$ cat src/rtl/sum_accum.sv
// Block accumulator for adder results: sums a programmable-length run of samples into a
// guard-extended total and hands the total, sample count and wide flag downstream.
module sum_accum #(
   parameter int WIDTH = 32,
   parameter int CNT_W = 4,
   parameter int GUARD = 8
) (
   input  logic                   clk,
   input  logic                   reset,
   input  logic                   in_valid,
   output logic                   in_ready,
   input  logic [WIDTH-1:0]       in_data,
   input  logic [CNT_W-1:0]       len,
   input  logic                   flush,
   output logic                   out_valid,
   input  logic                   out_ready,
   output logic [WIDTH+GUARD-1:0] out_sum,
   output logic [CNT_W:0]         out_count,
   output logic                   out_wide
);

   localparam int ACC_W = WIDTH + GUARD;
   localparam logic [CNT_W:0] LEN_MAX = (CNT_W+1)'(1) << CNT_W;

   typedef enum logic {S_ACCUM = 1'b0, S_HOLD = 1'b1} state_t;

   state_t           r_state;
   state_t           w_state_nxt;
   logic [ACC_W-1:0] r_acc;
   logic [CNT_W:0]   r_cnt;
   logic [CNT_W:0]   r_len;
   logic [CNT_W:0]   w_len_eff;
   logic [CNT_W:0]   w_cnt_inc;
   logic             w_accept;
   logic             w_release;

   // A programmed length of zero stands for the full 2^CNT_W block.
   function automatic logic [CNT_W:0] decode_len(input logic [CNT_W-1:0] l);
      return (l == '0) ? LEN_MAX : {1'b0, l};
   endfunction

   assign w_accept  = (r_state == S_ACCUM) && in_valid;
   assign w_release = (r_state == S_HOLD) && out_ready;
   assign w_cnt_inc = r_cnt + (CNT_W+1)'(1);
   assign w_len_eff = (r_cnt == '0) ? decode_len(len) : r_len;

   always_ff @(posedge clk) begin
      if (reset) r_state <= S_ACCUM;
      else       r_state <= w_state_nxt;
   end

   always_comb begin
      w_state_nxt = r_state;
      case (r_state)
         S_ACCUM: begin
            if (w_accept && (w_cnt_inc == w_len_eff))
               w_state_nxt = S_HOLD;
            else if (flush && (w_accept || (r_cnt != '0)))
               w_state_nxt = S_HOLD;
         end
         S_HOLD: begin
            if (out_ready) w_state_nxt = S_ACCUM;
         end
         default: w_state_nxt = S_ACCUM;
      endcase
   end

   always_comb begin
      in_ready  = 1'b0;
      out_valid = 1'b0;
      case (r_state)
         S_ACCUM: in_ready  = 1'b1;
         S_HOLD:  out_valid = 1'b1;
         default: in_ready  = 1'b0;
      endcase
   end

   // The length is latched only on the first accept, so mid-block len changes are ignored.
   always_ff @(posedge clk) begin
      if (reset) begin
         r_acc <= '0;
         r_cnt <= '0;
         r_len <= LEN_MAX;
      end else if (w_release) begin
         r_acc <= '0;
         r_cnt <= '0;
      end else if (w_accept) begin
         r_acc <= r_acc + {{GUARD{1'b0}}, in_data};
         r_cnt <= w_cnt_inc;
         if (r_cnt == '0) r_len <= decode_len(len);
      end
   end

   assign out_sum   = r_acc;
   assign out_count = r_cnt;
   assign out_wide  = |r_acc[ACC_W-1:WIDTH];

endmodule

$ cat config.mk
export PLATFORM = sky130hd
export DESIGN_NAME = sum_accum
export DESIGN_NICKNAME = d
export VERILOG_FILES = /design/src/rtl/sum_accum.sv
export SDC_FILE = /design/constraint.sdc
export NUM_CORES = 1
export LEC_CHECK = 0
export BUFFER_PORTS_ARGS = -buffer_cell sky130_fd_sc_hd__buf_4
export CAP_MARGIN = 20
export CORE_MARGIN = 2
export CORE_UTILIZATION = 55
export CTS_BUF_LIST = sky130_fd_sc_hd__clkbuf_4 sky130_fd_sc_hd__clkbuf_8
export DETAILED_ROUTE_END_ITERATION = 12
export PLACE_DENSITY = 0.88
export REMOVE_ABC_BUFFERS = 1
export SYNTH_ARGS = -nofsm -noshare
export SYNTH_HDL_FRONTEND = slang
export SYNTH_SLANG_ARGS = --single-unit
export TNS_END_PERCENT = 100
$ cat constraint.sdc
create_clock -name clk -period 4.09 [get_ports clk]
set_input_delay 0.818 -clock clk [delete_from_list [all_inputs] [get_ports clk]]
set_output_delay 0.818 -clock clk [all_outputs]
set_load 0.01 [all_outputs]
# == Word-level counts from Yosys, hierarchy flattened ==
# Index checks and enable logic that the tools add are counted.
# op_classes
add_sub_neg,2
eq_ne,1
n_mux,8
n_bitwise,2
reduce_logical,11
# op_table
cell,n
$add 40x32->40,1
$mux 5,2
$reduce_or 8->1,1
$add 5x1->5 const B,1
$eq 5x5->1,1
$logic_not 5->1,1
$mux 1,5
$reduce_bool 5->1,1
$logic_and 1x1->1,4
$logic_not 4->1,1
$not 1->1,2
$pmux 1 s2,1
$reduce_and 2->1,1
$reduce_or 2->1,1
$logic_or 1x1->1,1
# word_totals
register_bits,51
inputBits,41
out_inout_bits,48
word_cells,28

# == Logic depth before layout (Yosys ltp) ==
# depth
depth_word,7
depth_mapped,10
depth_no_buf,10

# == Worst setup path before layout ==
# OpenSTA, ideal clock, no wires.
# synth_path
path_kind,input to register
from,in in_data[0]
to,reg r_acc[38] (netlist: out_sum[38])
setup_ps,116
arrival_ps,3025
required_ps,3974
slack_ps,949
stages,9
path_buffers,0
cell_sequence,ha_1 > fa_1 > a211oi_1 > o211ai_1 > a311oi_2 > nor2b_1 > a31o_2 > o21a_1 > a41o_1
# synth_between
elab_chain_len,1
# synth_rtl
element,line_no,rtl
start: declaration,12,"input logic [WIDTH-1:0] in_data,"
$add 40x32->40,88,"r_acc <= r_acc + {{GUARD{1'b0}}, in_data};"
end signal: assignment,88,
end: declaration,29,logic [ACC_W-1:0] r_acc;
# Every way passes these cells.
# A chain may end at the register's enable or synchronous reset.

# == Worst setup path in the final report ==
# layout_path
from,in in_data[0]
to,reg r_acc[36] (netlist: out_sum[36])
# Same word-level chain as after synthesis.

==> summary.txt <==
Outcome
  – Status: complete, no violations

Floorplan
  – Cell row count: 30
  – I/O pin count: slightly below 90
  – Area of the core: a little under 7000 um2
  – Die Wd: between 80 and 90 um
  – Starting Density: 0.572
  – DIE AREA: between 7000 and 8000 um2
  – Chip height: a little under 90 um

Synthesis
  – Post-Syn Area: a little under 4000 um2
  – Compound-cell area share of the yosys netlist: 0.284
  – Post-Synth Simple-Gate Area: 0.201
  – Synth top area share: 0.260
  – Adder-Cell Fraction of Synth Area: 0.113
  – Largest family of logic cells by synthesized area: compound AO/OA/AOI/OAI gates
  – Post-synthesis mux area share: 0.0178
  – Avg Synthesized Cell Area: between 7 and 8 um2
  – Xor/xnor share of the synthesized area: 0.0736
  – Post-synth cell types: 61
  – Largest cells by area after synthesis: dfxtp_1 26%, ha_1 11%, a21oi_1 7.4%
  – Synth warn: 0
  – Leading register cell type out of synthesis: dfxtp_1
  – Most common cell in the netlist: nand2_1
  – Ys async rst share: 0
  – FF+latch count, synth: 51
  – Post-synthesis sequential area ratio: 0.260
  – Post-synth EDFFs: 0
  – Top cells by count, synth: 75 x nand2_1, 58 x a21oi_1, 51 x dfxtp_1
  – Yosys top cell by area: dfxtp_1
  – Post-synthesis instance total: ~510

Route
  – Via density: about 6
  – Initial DRT Pass Iterations: 5
  – Initial DRC Count: approximately 230
  – Routed vias: ~4.1k
  – Final ANT Viol Nets: 0
  – DRC: 0
  – Routed wire length: roughly 11,000 um
  – Post-DR wirelength/cell: around 16 um

Place
  – Placed cell areas: around 4600 um2
  – PortBufs: 88
  – Half-perimeter wire length after placement: roughly 8000 um
  – Global placer's final weighted congestion: 0.999

Setup path
  – Worst Setup End Kind: flop
  – Crit path kind: in2reg
  – Critical Path AT: 3.47 ns
  – CP max FO: 8
  – Worst path required time: roughly 4.4 ns
  – Critical path startpoint category: input pin

Timing
  – Final-report max-slew violation count: 0
  – RSZ-0062 raised after global routing: no
  – Crit path time final: roughly 3.2 ns
  – Rel. slew slack: 0.258
  – Final Hold Viols: 0
  – Period utilization: 0.786
  – Hold WS: approximately 0.47 ns
  – Sum Neg Setup Slack: 0 ns
  – Max frequency: between 0.3 and 0.4 GHz
  – Setup violations, final: 0
  – Worst clock skew: ~0.011 ns
  – Least-Margin Pin Slew: ~1.1 ns

Final layout
  – Fin nets: 655
  – Area grow syn2layout: 20.0%
  – Sequential standard cell area: between 1000 and 1500 um2
  – Fillers: around 610
  – Layout cells sized above 1: 0.200
  – Ant. Diodes: 0
  – Fin area: about 4700 um2
  – Multi-input logic area: roughly 2700 um2

Clock tree
  – Post-cts gate resize count: 0
  – Worst-Skew Late Latency: around 0.31 ns
  – Num CTS Buffers: 5
  – CTS max path bufs: 2
  – CTS tree: done
  – Clock-pin slew on the worst setup and hold paths: roughly 0.11 ns
  – # H-tree levels: 2
  – # clock sinks: 51
  – Hold buffers post-CTS: 0
  – Root Driver: clkbuf_8
  – Setup Buffers After CTS: 0

Global routing
  – GRT Total Usage: 0.260
  – Vias in the first global route: between 3k and 4k
  – Initial antenna violation count: 0
  – Largest net degree at the start of global routing: 37
  – First-pass GRT wire length: 16,600 um
  – Grt ovf: 0

Power
  – Max IR drop VDD: between 0.15 and 0.2 mV
  – Leakage: 0.00222 uW
  – P per Cell Area: around 350 nW/um2

Run
  – Max Cap Viol: 0

Hold path
  – Hold crit path type: reg2reg
[path summary, 6_finish.rpt]
path	depth (start not counted)	slack, ns	from	endpoint
setup / recovery	11	0.87	in_data[0]	out_sum[36]
hold / removal	2	0.47	r_len[1]	r_len[1]
setup reg to reg	9	1.16	out_sum[11]	out_sum[27]
hold reg to reg	2	0.47	r_len[1]	r_len[1]
[metrics by stage]
step	std cells	utilization	total power, uW	setup slack [ns]
floorplan	479	-	1110	0.949
CTS	676	0.686	1660	0.908
global placement	668	0.672	1320	0.660
global route	676	0.686	1760	0.675
finish	676	0.686	1670	0.874
detailed placement	668	0.672	1340	0.587
[worst max-delay path, stage by stage]
cell and delay (ns):
buf_4 0.11, ha_1 0.22, fa_1 0.43, a211oi_1 0.27, o211ai_1 0.21, a311oi_2 0.40, nor2b_1 0.12, a31o_2 0.27
o21a_1 0.29, a31oi_1 0.21, a41o_1 0.12
[final cells by class]
cell class | instances | area share
Timing Repair Buffer | 93 | 0.148
Tap cell | 96 | 0.0255
Multi-Input combinational cell | 410 | 0.575
Clock buffer | 5 | 0.0146
Clock inverter | 3 | 0.00558
Inverter | 18 | 0.0143
Sequential cell | 51 | 0.217
[sequential cells by signal, summed over array words and instances, names as in the netlist]
signal / flops
out_count: 5
r_state: 1
r_len: 5
out_sum: 40
[placed cells by master (no fill, tap or decap), types with 9 or more instances in the layout]
cell and n:
dfxtp_1 51, nand4_1 9, nor2_1 24, ha_1 34, a21oi_1 58, inv_1 18, xor2_1 13, a21o_1 19
xnor2_1 20, nand2_1 75, a211oi_1 10, buf_4 93, nand3_1 25, o21ai_0 27
[routing by layer]
layer / track usage / wire (um)
met2: 0.463 / 5230
met5: 0 / 0
met3: 0.0336 / 591
met1: 0.339 / 4630
met4: 0.0523 / 77
[report_power, final]
group	internal, uW	total (uW)	switching, uW
sequential	547	595	47.7
combinational	327	749	422
clock	127	322	195
total	1000	1670	664
[kinds of logic after synthesis]
logic type / Yosys count
xor+xnor: 33
mux: 7
fa+ha+maj: 35
buf+inv: 44
simple gates: 169
compound gates: 166
flops: 51
Power figures use the tool's default switching activity.
